===== config.mk =====
export PLATFORM = sky130hd
export DESIGN_NAME = alu_issue_stage
export DESIGN_NICKNAME = d
export VERILOG_FILES = /design/src/rtl/alu_pkg.sv /design/src/rtl/alu_ctl_decode.sv /design/src/rtl/alu_issue_stage.sv
export SDC_FILE = /design/constraint.sdc
export NUM_CORES = 1
export LEC_CHECK = 0
export CORE_MARGIN = 2
export CORE_UTILIZATION = 51
export DETAILED_ROUTE_END_ITERATION = 12
export GPL_TIMING_DRIVEN = 0
export HOLD_SLACK_MARGIN = 0.05
export PLACE_DENSITY = 0.82
export SYNTH_ARGS = -nofsm -noshare
export SYNTH_HDL_FRONTEND = slang
export SYNTH_SLANG_ARGS = --single-unit

===== constraint.sdc =====
create_clock -name clk -period 3.5 [get_ports clk]
set_clock_uncertainty 0.05 [all_clocks]
set_input_delay 0.7 -clock clk [delete_from_list [all_inputs] [get_ports clk]]
set_output_delay 0.7 -clock clk [all_outputs]
set_load 0.05 [all_outputs]

===== src/rtl/alu_pkg.sv =====
// Shared definitions for the ALU issue stage: ALU control codes, main-control
// ALUOp encodings, R-type function codes and the skid-buffer state type.
package alu_pkg;

  localparam logic [2:0] ALU_AND = 3'b000;
  localparam logic [2:0] ALU_OR  = 3'b001;
  localparam logic [2:0] ALU_ADD = 3'b010;
  localparam logic [2:0] ALU_SUB = 3'b110;
  localparam logic [2:0] ALU_SLT = 3'b111;
  localparam logic [2:0] ALU_SRL = 3'b011;

  localparam logic [1:0] ALUOP_ADD   = 2'b00;
  localparam logic [1:0] ALUOP_SUB   = 2'b01;
  localparam logic [1:0] ALUOP_RTYPE = 2'b10;
  localparam logic [1:0] ALUOP_OR    = 2'b11;

  localparam logic [5:0] FUNCT_ADD = 6'b100000;
  localparam logic [5:0] FUNCT_SUB = 6'b100010;
  localparam logic [5:0] FUNCT_AND = 6'b100100;
  localparam logic [5:0] FUNCT_OR  = 6'b100101;
  localparam logic [5:0] FUNCT_SLT = 6'b101010;
  localparam logic [5:0] FUNCT_SRL = 6'b000010;

  typedef enum logic [1:0] {
    EMPTY = 2'd0,
    ONE   = 2'd1,
    FULL  = 2'd2
  } stage_state_e;

endpackage


===== src/rtl/alu_ctl_decode.sv =====
// Combinational ALU control decode: main-control ALUOp plus R-type Funct into
// the 3-bit ALU operation, with the shift amount passed only for srl.
module alu_ctl_decode
  import alu_pkg::*;
(
  input  logic [1:0] aluOp_i,
  input  logic [5:0] funct_i,
  input  logic [4:0] shamt_i,
  output logic [2:0] ctl_o,
  output logic [4:0] shamt_o,
  output logic       illegal_o
);

  // Unsupported R-type functions (including the all-zero nop) fall back to add
  always_comb begin
    ctl_o     = ALU_ADD;
    illegal_o = 1'b0;
    case (aluOp_i)
      ALUOP_ADD: ctl_o = ALU_ADD;
      ALUOP_SUB: ctl_o = ALU_SUB;
      ALUOP_OR:  ctl_o = ALU_OR;
      default: begin
        case (funct_i)
          FUNCT_ADD: ctl_o = ALU_ADD;
          FUNCT_SUB: ctl_o = ALU_SUB;
          FUNCT_AND: ctl_o = ALU_AND;
          FUNCT_OR:  ctl_o = ALU_OR;
          FUNCT_SLT: ctl_o = ALU_SLT;
          FUNCT_SRL: ctl_o = ALU_SRL;
          default: begin
            ctl_o     = ALU_ADD;
            illegal_o = 1'b1;
          end
        endcase
      end
    endcase
  end

  assign shamt_o = (ctl_o == ALU_SRL) ? shamt_i : 5'd0;

endmodule


===== src/rtl/alu_issue_stage.sv =====
// EX issue stage: decodes the ALU operation and holds it with its operands in a
// two-entry skid buffer so the valid/ready handshake runs at full throughput.
module alu_issue_stage
  import alu_pkg::*;
#(
  parameter int WIDTH = 32,
  parameter int TAGW  = 5
) (
  input  logic             clk,
  input  logic             rst_n,
  input  logic             InValid,
  output logic             InReady,
  input  logic [1:0]       ALUOp,
  input  logic [5:0]       Funct,
  input  logic [4:0]       ShamtIn,
  input  logic [WIDTH-1:0] DataAIn,
  input  logic [WIDTH-1:0] DataBIn,
  input  logic [TAGW-1:0]  TagIn,
  input  logic             Flush,
  output logic             OutValid,
  input  logic             OutReady,
  output logic [2:0]       Ctl,
  output logic [4:0]       Shamt,
  output logic [WIDTH-1:0] DataA,
  output logic [WIDTH-1:0] DataB,
  output logic [TAGW-1:0]  Tag,
  output logic             Illegal
);

  localparam int EntryW = 3 + 5 + 2 * WIDTH + TAGW + 1;

  logic [2:0]        decCtl;
  logic [4:0]        decShamt;
  logic              decIllegal;
  logic [EntryW-1:0] inEntry;
  logic [EntryW-1:0] main_q, main_d;
  logic [EntryW-1:0] skid_q, skid_d;
  stage_state_e      state_q, state_d;
  logic              inFire, outFire;

  alu_ctl_decode uDecode (
    .aluOp_i   (ALUOp),
    .funct_i   (Funct),
    .shamt_i   (ShamtIn),
    .ctl_o     (decCtl),
    .shamt_o   (decShamt),
    .illegal_o (decIllegal)
  );

  assign inEntry  = {decCtl, decShamt, DataAIn, DataBIn, TagIn, decIllegal};
  assign InReady  = (state_q != FULL);
  assign OutValid = (state_q != EMPTY);
  assign inFire   = InValid & InReady;
  assign outFire  = OutValid & OutReady;

  // Main register always holds the oldest entry; skid only fills when stalled
  always_comb begin
    state_d = state_q;
    main_d  = main_q;
    skid_d  = skid_q;
    if (Flush) begin
      state_d = EMPTY;
      main_d  = '0;
      skid_d  = '0;
    end else begin
      case (state_q)
        EMPTY: begin
          if (inFire) begin
            state_d = ONE;
            main_d  = inEntry;
          end
        end
        ONE: begin
          if (inFire && !outFire) begin
            state_d = FULL;
            skid_d  = inEntry;
          end else if (inFire && outFire) begin
            main_d = inEntry;
          end else if (outFire) begin
            state_d = EMPTY;
          end
        end
        FULL: begin
          if (outFire) begin
            state_d = ONE;
            main_d  = skid_q;
          end
        end
        default: state_d = EMPTY;
      endcase
    end
  end

  always_ff @(posedge clk) begin
    if (!rst_n) begin
      state_q <= EMPTY;
      main_q  <= '0;
      skid_q  <= '0;
    end else begin
      state_q <= state_d;
      main_q  <= main_d;
      skid_q  <= skid_d;
    end
  end

  assign {Ctl, Shamt, DataA, DataB, Tag, Illegal} = main_q;

endmodule


## After elaboration in Yosys (flattened, before gate mapping)

Index checks and enable logic that the tools add are counted.

- Bits in read-only memories: 0
- Bits in latches: 0
- Output and inout port bits: 80
- RAM bits: 0
- Memories: 0
- Flip-flop bits (word level): 158
- Word-level logic and storage cells: 53

- $add $sub $neg: 0
- Equal/unequal tests: 18
- Div/mod/pow operators: 0
- Order comparisons: 0
- Muxes and demuxes: 16
- Reduce and logical (&&, ||, !) cells: 13
- Bitwise operators: 3
- Shifts and indexed selects: 0
- $mul: 0

Operators by type and width:

| operator | count |
|---|---|
| $mux 78 | 4 |
| $pmux 78 s3 | 1 |
| $eq 6x6->1 const B | 5 |
| $pmux 3 s5 | 1 |
| $mux 2 | 5 |
| $ne 2x2->1 const B | 5 |
| $pmux 3 s3 | 1 |
| $eq 6x2->1 const B | 1 |
| $ne 3x3->1 const B | 2 |
| $pmux 2 s3 | 1 |
| $reduce_or 6->1 | 1 |
| $mux 5 | 1 |
| $reduce_and 5->1 | 1 |
| $eq 2x1->1 const B | 2 |
| $eq 2x2->1 const B | 2 |
| $logic_not 2->1 | 2 |
| $reduce_and 4->1 | 1 |
| $eq 3x2->1 const B | 1 |
| $reduce_bool 3->1 | 1 |
| $reduce_or 3->1 | 1 |
| $and 1x1->1 | 2 |
| $logic_and 1x1->1 | 2 |
| $mux 1 | 2 |
| $reduce_and 2->1 | 1 |
| other kinds (4) | 4 |

## Depth between registers and ports, before layout

- Word-level depth: 8
- Gate-level depth with buffers: 8

## Cells and area by module

A second synthesis with hierarchy kept.

- Cell total of the unflattened synthesis: 746
- Area total of the unflattened synthesis: 6,835.3 µm²

By module, submodules not included:

| module | cells each | seq. area each (µm²) | area an instance (µm²) | instances |
|---|---|---|---|---|
| alu_issue_stage | 724 | 3,163.0 | 6,672.6 | 1 |
| alu_ctl_decode | 22 | 0.0 | 162.7 | 1 |

## Worst setup path after synthesis

Ideal clock, no wire load.

- Path type: input -> register
- Start: in Flush
- End: reg skid_q[10]
- Stages: 5
- Required time: 3,318 ps
- Arrival: 1,592 ps
- Buffers on the path: 3
- Setup slack: 1,726 ps
- Cells stage by stage: nand2b_1 -> buf_2 -> clkbuf_1 -> clkbuf_1 -> a21oi_1

- Cells in the longest elaborated chain, start to end: 1

RTL lines:

| item | line | text |
|---|---|---|
| start: declaration | alu_issue_stage.sv:19 | `input logic Flush,` |
| $reduce_or 2->1 (no line) | -- |  |
| end signal: assignment | alu_issue_stage.sv:102 | `skid_q <= skid_d;` |
| end: declaration | alu_issue_stage.sv:37 | `logic [EntryW-1:0] skid_q, skid_d;` |

No other way between the ends.
A chain may end at the register's enable or synchronous reset.

## Final worst setup path

- Start: reg state_q[1]
- End: out InReady

- Cells in the longest elaborated chain, start to end: 1

RTL lines:

| item | line | text |
|---|---|---|
| start: declaration | alu_issue_stage.sv:38 | `stage_state_e state_q, state_d;` |
| start signal: assignment | alu_issue_stage.sv:100 | `state_q <= state_d;` |
| $ne 2x2->1 | alu_issue_stage.sv:51 | `assign InReady = (state_q != FULL);` |
| end: declaration | alu_issue_stage.sv:12 | `output logic InReady,` |

No other way between the ends.

==> metrics.yaml <==
global_routing:
  grt_start_max_net_pins: 17
  antenna_found_initial: 1
  grt_pass1_vias: 5889
  groute.usage.overall_pct: 26.1
  grt_first_pass_wirelength_mm: 29.4
  grt.overflow.total: 0
setup_path:
  crit_path_end_kind: "primary output"
  r2r.worst_path.cells: 7
  crit_fanout: 10
  cp.required_ps: 2750
  critPathArrivalTime_ps: 2210
  reg2reg_slack_ps: 1740
  worst-setup-path-type: "flip-flop to primary output"
  r2r_start: "state_q[1]"
  r2r-end: "main_q[29]"
  start_kind: "flip-flop"
synthesis:
  ys_warn_count: 0
  async_flop_share_pct: 0
  ys.flop_type: "dfxtp_1"
  synth_nets: 882
  synth_area_mm2: 0.00670
  synth_seq_cells: 158
  synth_edf_count: 0
  synthCells: 795
  ys_types: 44
  postSynthAreaPerCell_um2: 8.43
  seq_area_frac_synth_pct: 47.2
power_and_ir_drop:
  power_mw: 4.58
  leakage_nw: 3.26
  p_per_area_mw_per_mm2: 496
  ir_drop_v: 0.000305
placement:
  gp_congestion: 0.800
  dp.final_hpwl_mm: 12.5
  port_buffers: 165
  dp_slack_ps: 700
clock_network:
  clk_pin_slew_ps: 60
  cts.hold.buffers_added: 0
  clock-sinks: 158
  cts_buffers: 17
  clock_latency_ps: 420
  ctsResizeCount: 0
  htreeDepth: 4
  cts_setup_buffers: 0
  cts_root_buf: "clkbuf_16"
  cts_tree: "built"
  cts.path.max_buffers: 2
die:
  die_h_um: 119
  core_area_mm2: 0.0127
  ios: 167
  row_count: 41
  die_area_mm2: 0.0141
  die_x_um: 119
  start_util_pct: 52.7
timing:
  slew_viol_final: 0
  setup_violations: 0
  post-route-worst-setup-slack_ps: 537
  post-route-period-util_pct: 84.7
  fmax_ghz: 0.338
  finalHoldViolCount: 0
  worstMarginPinSlew_ps: 772
  period_minus_slack_ps: 2960
  rsz0062_at_grt: "no"
  slew_headroom_pct: 48.5
  finalSetupTns_ps: 0
status:
  status: "completed"
worst_hold_path:
  worstHoldStart: "skid_q[43]"
  min_path_cells: 2
  hold_path_end: "skid_q[43]"
  hold_path.class: "flip-flop to flip-flop"
final_layout:
  nets: 1066
  fillers: 1024
  drive_gt1_share_pct: 14.3
  area.growth.synth_to_final_pct: 37.8
detailed_routing:
  drt-initial-drc-count: 502
  drt-total-wl_mm: 18.4
  num_vias: 6279
  drc: 0
  drt-pass1-iter-count: 5
  wire_per_inst_um: 15.8
  avgViaCountPerCell: 5.39
  drtAntennaViolNets: 0
flow_run:
  max-cap-violations: 0
area by class of cell:
cell class,count,area [um^2],area share (%)
antenna,1,2.50,0.0271
buffer,68,355,3.85
clock buffer,17,425,4.60
clock inverter,15,243,2.63
inverter,5,18.8,0.203
multi-input combinational,564,3170,34.3
sequential,158,3160,34.2
tap,172,215,2.33
timing repair buffer,165,1650,17.9
cells in the final DEF, fill, tap and decap left out, types with 3 or more instances in the layout:
master / instances
inv_1: 3
clkbuf_16: 17
a311oi_1: 9
a22o_1: 5
o21ai_0: 8
buf_4: 18
nand3_1: 3
a311oi_2: 60
buf_2: 19
bufinv_16: 6
clkdlybuf4s50_1: 165
a21oi_1: 80
a221oi_1: 5
dfxtp_1: 158
nor2_1: 82
nor2b_1: 3
nand2_1: 281
clkbuf_1: 29
clkinv_4: 3
clkinv_2: 4
state kept, by name (all words and copies together) (netlist names):
name     flops
main_q      78
skid_q      78
state_q      2
worst max-delay path, cell delays in order (launching register included):
cell and delay [ps]:
dfxtp_1 300, buf_4 160, inv_2 80, nor2_4 60, inv_2 100, buf_2 250
clkdlybuf4s50_1 840
routing by layer:
metal / GRT usage, % / vias up / wire length [um]
met3: 5.50 / 31 / 908
met2: 43.5 / 215 / 9270
li1: - / 3074 / -
met5: 0 / - / 0
met1: 33.1 / 2959 / 7860
met4: 10.2 / 0 / 395
report_power, final:
part | switching (mW) | internal [mW]
registers | 0.0268 | 1.85
clock network | 0.743 | 1.34
logic | 0.384 | 0.247
worst max path at each step:
stage | from | end | slack (ps)
after floorplan | Flush | skid_q[10] | 1730
after global placement | Flush | skid_q[11] | 700
after detailed placement | Flush | skid_q[9] | 700
after global routing | state_q[1] | InReady | 450
final | state_q[1] | InReady | 540
after CTS | state_q[1] | InReady | 520
metrics by stage:
stage | hold slack, ps | cells | utilization, % | cell area [um^2]
final | 404 | 1165 | 72.6 | 9240
after global routing | 420 | 1165 | 72.6 | 9240
after CTS | 405 | 1164 | 72.6 | 9240
after detailed placement | 397 | 1132 | 67.4 | 8570
after global placement | 392 | 1132 | 67.4 | 8570
after floorplan | 387 | 795 | - | 6700
Yosys cell counts (2+ instances only):
| cell | count | share of area, % |
|---|---|---|
| nand2_1 | 281 | 16 |
| dfxtp_1 | 158 | 47 |
| nor2_1 | 82 | 4.6 |
| a21oi_1 | 80 | 6.0 |
| a311oi_2 | 60 | 13 |
| clkbuf_1 | 29 | 1.6 |
| buf_2 | 19 | 1.4 |
| buf_4 | 18 | 2.0 |
| a311oi_1 | 9 | 1.2 |
| o21ai_0 | 8 | 0.60 |
| a221oi_1 | 5 | 0.65 |
| a22o_1 | 5 | 0.65 |
| inv_1 | 3 | 0.17 |
| nand3_1 | 3 | 0.22 |
| nor2b_1 | 3 | 0.28 |
| inv_2 | 2 | 0.11 |
| mux2i_1 | 2 | 0.30 |
| o211ai_1 | 2 | 0.22 |
cells by family (layout without fill, tap and decap cells):
group                    count (synthesis)  count (layout)  share of synthesized area, %
AND/OR/NAND/NOR                        381             381                          22.6
adder cells (fa/ha/maj)                  1               1                         0.149
AO/OA/AOI/OAI                          179             179                          24.1
buffers and inverters                   73             270                          5.58
flip-flops                             158             158                          47.2
multiplexers                             2               2                         0.299
other                                    0               1                             0
XOR/XNOR                                 1               1                         0.131
Power figures use the tool's default switching activity.
